===== src/rtl/hht_mem_pkg.sv =====
// hht_mem_pkg: shared state encoding, miss value and base-register indices
package hht_mem_pkg;
  typedef enum logic {CLEAR, READY} state_t;
  localparam logic [31:0] MISS_VAL = 32'd99999;
  localparam logic [4:0] IDX_COLBASE = 5'd6;
  localparam logic [4:0] IDX_VBASE = 5'd8;
  localparam logic [4:0] IDX_MBASE = 5'd9;
  localparam logic [4:0] IDX_ROWBASE = 5'd15;
endpackage


===== src/rtl/hht_sp_ram.sv =====
// hht_sp_ram: one-write/one-read synchronous RAM, reads return pre-write data
module hht_sp_ram #(
  parameter int DEPTH = 16,
  parameter int DW = 32,
  parameter int AW = $clog2(DEPTH)
) (
  input  logic          clk,
  input  logic          we,
  input  logic [AW-1:0] waddr,
  input  logic [DW-1:0] wdata,
  input  logic          re,
  input  logic [AW-1:0] raddr,
  output logic [DW-1:0] rdata
);
  logic [DW-1:0] mem [DEPTH];
  // write and registered read share the edge, so a colliding read sees old data
  always_ff @(posedge clk) begin
    if (we) mem[waddr] <= wdata;
    if (re) rdata <= mem[raddr];
  end
endmodule


===== src/rtl/hht_sparse_mem_responder.sv =====
// hht_sparse_mem_responder: clearable column/value arrays and base registers for the HHT engine
module hht_sparse_mem_responder #(
  parameter int unsigned A_BASE = 180,
  parameter int unsigned A_DEPTH = 128,
  parameter int unsigned B_BASE = 2,
  parameter int unsigned B_DEPTH = 16,
  parameter int DW = 32,
  parameter logic [DW-1:0] MISS_VAL = hht_mem_pkg::MISS_VAL
) (
  input  logic          Clk,
  input  logic          Rst,
  input  logic          mem_init,
  input  logic          WR,
  input  logic [DW-1:0] cpu_addr,
  input  logic [DW-1:0] cpu_wdata,
  input  logic          reg_wr,
  input  logic [4:0]    reg_waddr,
  input  logic [DW-1:0] reg_wdata,
  input  logic          RD,
  input  logic [DW-1:0] addr1,
  input  logic [DW-1:0] addr2,
  output logic [DW-1:0] dataIn1,
  output logic [DW-1:0] dataIn2,
  output logic          rvalid,
  input  logic [4:0]    regaddr1,
  input  logic [4:0]    regaddr2,
  output logic [DW-1:0] base_dat_a,
  output logic [DW-1:0] base_dat_b,
  output logic          ready
);
  import hht_mem_pkg::*;
  localparam int unsigned CMAX = A_DEPTH > B_DEPTH ? A_DEPTH : B_DEPTH;
  localparam int AW = $clog2(A_DEPTH);
  localparam int BW = $clog2(B_DEPTH);
  localparam int CW = $clog2(CMAX) + 1;
  localparam logic [DW-1:0] A_LO = DW'(A_BASE);
  localparam logic [DW-1:0] A_HI = DW'(A_BASE + A_DEPTH);
  localparam logic [DW-1:0] B_LO = DW'(B_BASE);
  localparam logic [DW-1:0] B_HI = DW'(B_BASE + B_DEPTH);
  state_t state;
  logic [CW-1:0] cnt;
  logic clr, wa, wb, ra, rb, hit1, hit2, a_we, b_we;
  logic [AW-1:0] a_waddr;
  logic [BW-1:0] b_waddr;
  logic [DW-1:0] a_wdata, b_wdata, a_q, b_q;
  logic [DW-1:0] reg6, reg8, reg9, reg15;
  assign clr = state == CLEAR;
  assign wa = cpu_addr >= A_LO && cpu_addr < A_HI;
  assign wb = cpu_addr >= B_LO && cpu_addr < B_HI;
  assign ra = addr1 >= A_LO && addr1 < A_HI;
  assign rb = addr2 >= B_LO && addr2 < B_HI;
  assign a_we = clr ? cnt < CW'(A_DEPTH) : WR && wa;
  assign b_we = clr ? cnt < CW'(B_DEPTH) : WR && wb;
  assign a_waddr = clr ? AW'(cnt) : AW'(cpu_addr - A_LO);
  assign b_waddr = clr ? BW'(cnt) : BW'(cpu_addr - B_LO);
  assign a_wdata = clr ? '0 : cpu_wdata;
  assign b_wdata = clr ? '0 : cpu_wdata;
  assign dataIn1 = hit1 ? a_q : MISS_VAL;
  assign dataIn2 = hit2 ? b_q : MISS_VAL;
  hht_sp_ram #(.DEPTH(A_DEPTH), .DW(DW)) u_ram_a (
    .clk(Clk), .we(a_we), .waddr(a_waddr), .wdata(a_wdata),
    .re(RD && !clr && ra), .raddr(AW'(addr1 - A_LO)), .rdata(a_q)
  );
  hht_sp_ram #(.DEPTH(B_DEPTH), .DW(DW)) u_ram_b (
    .clk(Clk), .we(b_we), .waddr(b_waddr), .wdata(b_wdata),
    .re(RD && !clr && rb), .raddr(BW'(addr2 - B_LO)), .rdata(b_q)
  );
  // clear sweep over both arrays, then serve until the next mem_init
  always_ff @(posedge Clk or negedge Rst) begin
    if (!Rst) begin
      state <= CLEAR;
      cnt <= '0;
      ready <= 1'b0;
    end else if (mem_init) begin
      state <= CLEAR;
      cnt <= '0;
      ready <= 1'b0;
    end else if (clr) begin
      cnt <= cnt == CW'(CMAX - 1) ? '0 : cnt + CW'(1);
      if (cnt == CW'(CMAX - 1)) begin
        state <= READY;
        ready <= 1'b1;
      end
    end
  end
  // read qualifiers: hit flags hold with RD low so the data outputs hold too
  always_ff @(posedge Clk or negedge Rst) begin
    if (!Rst) begin
      rvalid <= 1'b0;
      hit1 <= 1'b0;
      hit2 <= 1'b0;
    end else begin
      rvalid <= RD;
      if (RD) begin
        hit1 <= !clr && ra;
        hit2 <= !clr && rb;
      end
    end
  end
  // base register file, writable in any state
  always_ff @(posedge Clk or negedge Rst) begin
    if (!Rst) begin
      reg6 <= '0;
      reg8 <= '0;
      reg9 <= '0;
      reg15 <= '0;
    end else if (reg_wr) begin
      if (reg_waddr == IDX_COLBASE) reg6 <= reg_wdata;
      if (reg_waddr == IDX_VBASE) reg8 <= reg_wdata;
      if (reg_waddr == IDX_MBASE) reg9 <= reg_wdata;
      if (reg_waddr == IDX_ROWBASE) reg15 <= reg_wdata;
    end
  end
  // registered base lookups; unmatched indices keep the last value
  always_ff @(posedge Clk or negedge Rst) begin
    if (!Rst) begin
      base_dat_a <= '0;
      base_dat_b <= '0;
    end else begin
      base_dat_a <= regaddr1 == IDX_COLBASE ? reg6 : regaddr1 == IDX_VBASE ? reg8 : base_dat_a;
      base_dat_b <= regaddr2 == IDX_ROWBASE ? reg15 : regaddr2 == IDX_MBASE ? reg9 : base_dat_b;
    end
  end
endmodule


===== config.mk =====
export PLATFORM = sky130hd
export DESIGN_NAME = hht_sparse_mem_responder
export DESIGN_NICKNAME = d
export VERILOG_FILES = /design/src/rtl/hht_mem_pkg.sv /design/src/rtl/hht_sp_ram.sv /design/src/rtl/hht_sparse_mem_responder.sv
export SDC_FILE = /design/constraint.sdc
export NUM_CORES = 2
export LEC_CHECK = 0
export BUFFER_PORTS_ARGS = -buffer_cell sky130_fd_sc_hd__clkbuf_2
export CAP_MARGIN = 5
export CORE_UTILIZATION = 33
export DETAILED_ROUTE_END_ITERATION = 16
export GPL_TIMING_DRIVEN = 0
export HOLD_SLACK_MARGIN = 0.06
export PLACE_DENSITY = 0.58
export REMOVE_ABC_BUFFERS = 1
export SKIP_LAST_GASP = 1
export SYNTH_ARGS = -nofsm -noshare
export SYNTH_HDL_FRONTEND = slang
export SYNTH_HIERARCHICAL = 1
export SYNTH_MEMORY_MAX_BITS = 65536
export SYNTH_SLANG_ARGS = --single-unit

===== constraint.sdc =====
create_clock -name Clk -period 5.8 [get_ports Clk]
set_input_delay 0.58 -clock Clk [delete_from_list [all_inputs] [get_ports Clk]]
set_output_delay 0.58 -clock Clk [all_outputs]
set_load 0.02 [all_outputs]

* After elaboration in Yosys (flattened, before gate mapping)
Memories as Yosys holds them, arrays and structs flattened. A register that Yosys moved wholly into a read port is not among the register bits.
Index checks and enable logic that the tools add are counted.
** Storage, ports and cells
- Register bits after elaboration :: 205
- Memory bits (writable) :: 4608
- Memories kept :: 2
- Input port bits :: 181
- Word-level logic and storage cells :: 82
** Memory list
- u_ram_a.mem :: words 128, width 32, read ports 1, clocked after Yosys merged registers in 1, write ports 1, RTL line hht_sp_ram.sv:15 : logic [DW-1:0] mem [DEPTH];
- u_ram_b.mem :: words 16, width 32, read ports 1, clocked after Yosys merged registers in 1, write ports 1, RTL line hht_sp_ram.sv:15
** Operators by class
- Add/sub/neg operators :: 5
- Multiplexer cells :: 24
- Reductions and logical operators :: 19
- Magnitude comparators :: 10
- Equality and inequality tests :: 10
** Operator list (number)
- $mux W32 :: 7
- $ge A32 B2 Y1 const B :: 2
- $ge A32 B8 Y1 const B :: 2
- $lt A32 B5 Y1 const B :: 2
- $lt A32 B9 Y1 const B :: 2
- $eq A5 B4 Y1 const B :: 6
- $mux W8 :: 3
- $sub A7 B6 Y7 const B :: 2
- $mux W1 :: 12
- $logic_and A1 B1 Y1 :: 11
- $eq A5 B3 Y1 const B :: 2
- $reduce_and A2 Y1 :: 5
- $add A8 B1 Y8 const B :: 1
- $eq A8 B7 Y1 const B :: 1
- $lt A8 B5 Y1 const B :: 1
- $lt A8 B8 Y1 const B :: 1
- $sub A4 B2 Y4 const B :: 2
- $mux W7 :: 1
- $reduce_bool A2 Y1 :: 3
- $mux W4 :: 1
- $ne A2 B2 Y1 const B :: 1

* Depth between registers and ports, before layout
- Depth after elaboration :: 6
- Depth in mapped cells :: 11
- Gate-level depth less buffers :: 9

* Hierarchy
Netlist, hierarchy kept.
** Modules (own cells, without submodules)
- hht_sp_ram (u_ram_a) :: cells each 5990, times used 1, area each 156596.4 µm², sequential area each 123958.9 µm²
- hht_sp_ram (u_ram_b) :: cells each 838, times used 1, area each 20174.3 µm², sequential area each 16335.7 µm²
- hht_sparse_mem_responder :: cells each 828, times used 1, area each 9716.8 µm², sequential area each 5129.9 µm²

* Least setup slack after synthesis
No wires, ideal clock.
- Kind :: input -> register
- From :: input cpu_addr[2]
- To :: memory u_ram_a.mem[98][0], enable pin
- Arrival :: 4.274 ns
- Path slack :: 1.065 ns
- Path buffers :: 1
- Stages on the path :: 9
- Setup time :: 0.461 ns
- Data required time :: 5.339 ns
- Cells stage by stage :: inv_1 ha_1 nand3b_1 nand2_1 a211o_1 o21ai_0 clkbuf_1 nand4_1 nor3_1
** Between the ends
- Word-level cells in the longest chain between the ends :: 6
** Ends and longest elaborated chain
- start: declaration :: RTL line hht_sparse_mem_responder.sv:14 : input logic [DW-1:0] cpu_addr,
- $ge A32 B8 Y1 / $lt A32 B9 Y1 (equally long branches) :: RTL line hht_sparse_mem_responder.sv:48 : assign wa = cpu_addr >= A_LO && cpu_addr < A_HI;
- $logic_and A1 B1 Y1 * :: RTL line hht_sparse_mem_responder.sv:48
- $logic_and A1 B1 Y1 * :: RTL line hht_sparse_mem_responder.sv:52 : assign a_we = clr ? cnt < CW'(A_DEPTH) : WR && wa;
- $mux W1 * :: RTL line hht_sparse_mem_responder.sv:52
- net a_we :: RTL line hht_sparse_mem_responder.sv:42 : logic clr, wa, wb, ra, rb, hit1, hit2, a_we, b_we;
- $mux W1 * :: RTL line hht_sp_ram.sv:18 : if (we) mem[waddr] <= wdata;
- $mux W1 (not written as such) * :: RTL line hht_sp_ram.sv:18
- end: declaration :: RTL line hht_sp_ram.sv:15
The timed path passes the listed nets; every way through them passes the cells marked *.

* Worst setup path after layout
- From :: input addr1[0]
- To :: register u_ram_a.rdata[25], read port of u_ram_a.mem (data pin)
** Between the ends
- Word-level cells in the longest chain between the ends :: 3
** Ends and longest elaborated chain
- start: declaration :: RTL line hht_sparse_mem_responder.sv:20 : input logic [DW-1:0] addr1,
- $ge A32 B8 Y1 / $lt A32 B9 Y1 (equally long branches) :: RTL line hht_sparse_mem_responder.sv:50 : assign ra = addr1 >= A_LO && addr1 < A_HI;
- $logic_and A1 B1 Y1 :: RTL line hht_sparse_mem_responder.sv:50
- $logic_and A1 B1 Y1 :: RTL line hht_sparse_mem_responder.sv:62 : .re(RD && !clr && ra), .raddr(AW'(addr1 - A_LO)), .rdata(a_q)
- end: declaration :: RTL line hht_sp_ram.sv:13 : output logic [DW-1:0] rdata
Parallel ways exist; a longest one is shown, timed or not.
A chain may end at the register's enable or synchronous reset.

==> reports/results.txt <==
status: finished, final reports clean
first drt pass iteration count: 5
Mean Syn Cell Area: 24.36 µm²
NumNets Final: 8,687
Reg clk slew, reported paths: 0.06 ns
Final period util: 91.78%
Max-slew headroom: 12.59%
DRC Markers: 0
CP top delay family: buffers and inverters
clk_lat worst skew: 1.09 ns
Cell Rows: 275
Routed Antenna Nets: 0
clock sink count: 4,877
vias per inst: 5.342
H-tree levels: 6
number of port buffers: 310
via count: 87.78k
initial antenna violation count: 75
YS warnings: 6
Die Width: 753.7 µm
power consumption: 75.13 mW
cell area after layout: 221,300 µm²
CP max FO: 69
largest net degree at the start of global routing: 115
Distinct cells, synth: 50
WP data arrival: 6.11 ns
initial drt markers: 10.27k
Final Skew: 0.1045 ns
die area: 568,100 µm²
Crit Path Category: in2reg
Hold Crit Class: in2reg
Slew @ Worst Pin: 1.310 ns
fraction of registers with async set/reset: 4.203%
dpl hpwl: 314,300 µm
Seq/Total Area, Yosys: 77.98%
Place WS: -0.8005 ns
R2R Path Start: state
RSZ-0062 raised after global routing: false
Area after DPL: 204,400 µm²
Hold WS: 0.1595 ns
most frequent cells in the layout: 4,672 x edfxtp_1, 1,472 x mux4_2, 529 x clkbuf_16
Slew Viols, Final: 0
Largest stage delay, worst path: 0.65 ns
Fin. Hold Viols: 0
Clock Path Buffers: 4
Worst Path Buf+Inv: 6
CP startpoint: addr1[0]
Filler cells: 48.69k
grt ovf: 0
CP endpoint kind: register
total wire length: 493,500 µm
CP startpoint kind: input port
final-report setup violation count: 0
Initial Util: 33.19%
Core Area: 561,900 µm²
Critical Path Most Common Cell: buf_16
RD Place Congestion: 0.7921
WP data required: 6.58 ns
DR WL/cell: 30.03 µm
Post-CTS Setup Repair Bufs: 0
Top FF cell, synth: edfxtp_1
Post-synth EDFFs: 4,672
fin worst setup slack: 0.4765 ns
Syn-to-layout area delta: 18.68%
beginning of the worst hold path: addr1[9]
CTS Root Cell: clkbuf_16
fin crit period: 5.323 ns
cell count after synthesis: 7,656
fin cells: 16.43k
CP max stage cell: mux4_2
#FFs+latches synth: 4,877
global-route wire length before repair: 690,700 µm
share of cells above drive strength 1: 36.03%
commonest non-fill, non-tap cell in the layout: edfxtp_1
via count of the first global-routing pass: 89.46k
I/O pins: 311
CTS tree: built
max_cap viols: 0
CTS buffer count: 519
Mapped Area: 186,500 µm²
Total Routing Usage GR: 16.97%
Cell Count Post-Placement: 15.41k
Cell Chain, Critical Path: clkbuf_8 -> buf_16 -> buf_16 -> buf_16 -> buf_16 -> buf_16 -> mux4_2 -> mux4_2 -> mux4_2 -> mux2_2
P per Cell Area: 339.4 nW/µm²
Fmax: 187.8 MHz
maximum vdd drop: 0.0003115 V
LEAKAGE: 73.78 nW
die height: 753.7 µm
-- report_power, final --
part | total (mW) | internal (mW) | leakage, nW | switching, mW
Sequential | 38.7 | 38.5 | 48.8 | 0.194
Combinational | 4.45 | 1.87 | 17.1 | 2.58
Clock | 32.0 | 18.2 | 7.93 | 13.7
Total | 75.1 | 58.6 | 73.8 | 16.5
-- through the flow --
| step | util (%) | setup TNS (ns) |
|---|---|---|
| 3_3_place_gp | 34.82 | - |
| 3_5_place_dp | 36.37 | -19.23 |
| 2_1_floorplan | - | -1435.24 |
| 6_report | 39.39 | 0 |
| 4_1_cts | 39.37 | 0 |
| 5_1_grt | 39.37 | 0 |
-- logic make-up (layout without fill, tap and decap cells) --
kind of cell               Yosys count  count (layout)  synth area share [%]
AOI/OAI and AO/OA                  155             155                0.5233
and+or+nand+nor                    485             485                 1.242
other                                0              54                     0
buffers and inverters              417            1660                0.9648
DFF                               4877            4877                 77.98
muxes                             1699            1699                 19.17
adders and majority gates            8               8               0.05368
xor gates and xnor gates            15              15               0.07044
-- cells in the mapped netlist (2+ instances only) --
master / count / area share, %
nor3b_1: 2 / 0.0080
buf_2: 100 / 0.27
nand4_1: 8 / 0.027
o21ai_0: 39 / 0.10
xor2_1: 5 / 0.023
a22oi_1: 64 / 0.26
nor4b_1: 3 / 0.014
dfrtp_1: 205 / 2.8
or2_2: 3 / 0.010
ha_1: 8 / 0.054
nand2b_1: 27 / 0.091
nand3_1: 16 / 0.043
a21oi_1: 38 / 0.10
a21o_1: 2 / 0.0080
buf_1: 59 / 0.12
buf_6: 7 / 0.042
nand3b_1: 7 / 0.028
mux4_2: 1472 / 18
mux2_1: 2 / 0.012
nor3_1: 24 / 0.064
and2_1: 78 / 0.26
nor4_1: 15 / 0.050
nand2_1: 92 / 0.19
mux2_4: 30 / 0.24
edfxtp_1: 4672 / 75
inv_1: 15 / 0.030
clkbuf_1: 221 / 0.44
nor2b_1: 12 / 0.040
mux2_2: 131 / 0.79
buf_4: 15 / 0.060
or3_1: 3 / 0.010
or3b_2: 2 / 0.0094
a211oi_1: 2 / 0.0080
mux2i_1: 64 / 0.34
xnor2_1: 10 / 0.047
nor2_1: 189 / 0.38
-- registers in the layout, summed over array words and instances (netlist names), 8 cells and up --
register       count
u_ram_a/rdata     32
u_ram_b/mem      512
reg15             32
base_dat_b        32
reg9              32
u_ram_b/rdata     32
base_dat_a        32
cnt                8
reg6              32
u_ram_a/mem     4096
reg8              32
-- worst paths after layout --
| path | endpoint | cells after the start | slack [ns] |
|---|---|---|---|
| worst min register to register | base_dat_a[22] | 2 | 0.48 |
| worst min-delay path | u_ram_a/rdata[20] | 4 | 0.16 |
| worst max-delay path | u_ram_a/rdata[25] | 10 | 0.48 |
| max in group asynchronous | reg6[4] | 3 | 4.52 |
| worst max register to register | u_ram_a/mem[118][13] | 9 | 0.85 |
| min in group asynchronous | base_dat_a[24] | 2 | 0.26 |
-- worst reg2reg max path: stages, from the launching register on --
cell,delay (ns)
dfrtp_2,0.64
nor4b_1,0.29
nand3_1,0.19
a211o_1,0.29
o21ai_2,0.20
buf_8,0.24
nor2b_1,0.43
nand3_2,0.92
nor2_4,1.15
buf_12,0.28
-- layout make-up --
| class | count | area (µm²) | area share (%) |
|---|---|---|---|
| clock inverters | 270 | 2624 | 1.185 |
| repair buffers | 723 | 9450 | 4.270 |
| clock buffers | 652 | 13710 | 6.194 |
| flip-flops and latches | 4877 | 145400 | 65.71 |
| inverters | 15 | 76.32 | 0.03448 |
| multi-input cells | 2362 | 40550 | 18.32 |
| diodes | 54 | 135.1 | 0.06105 |
| well taps | 7479 | 9358 | 4.228 |
-- routing by layer --
metal | share of wire [%] | up-vias | track usage [%]
li1 | - | 34756 | -
met1 | 40 | 48265 | 23.36
met2 | 48 | 4037 | 27.33
met3 | 9.3 | 698 | 3.759
met4 | 2.7 | 22 | 4.548
met5 | 0.025 | - | 0
-- timing repair --
action | 4_1_cts | 5_1_grt
gates resized for setup | 0 | 0
endpoints found under the hold margin | 268 | 0
hold buffers | 49 | 0
Power figures use the tool's default switching activity.
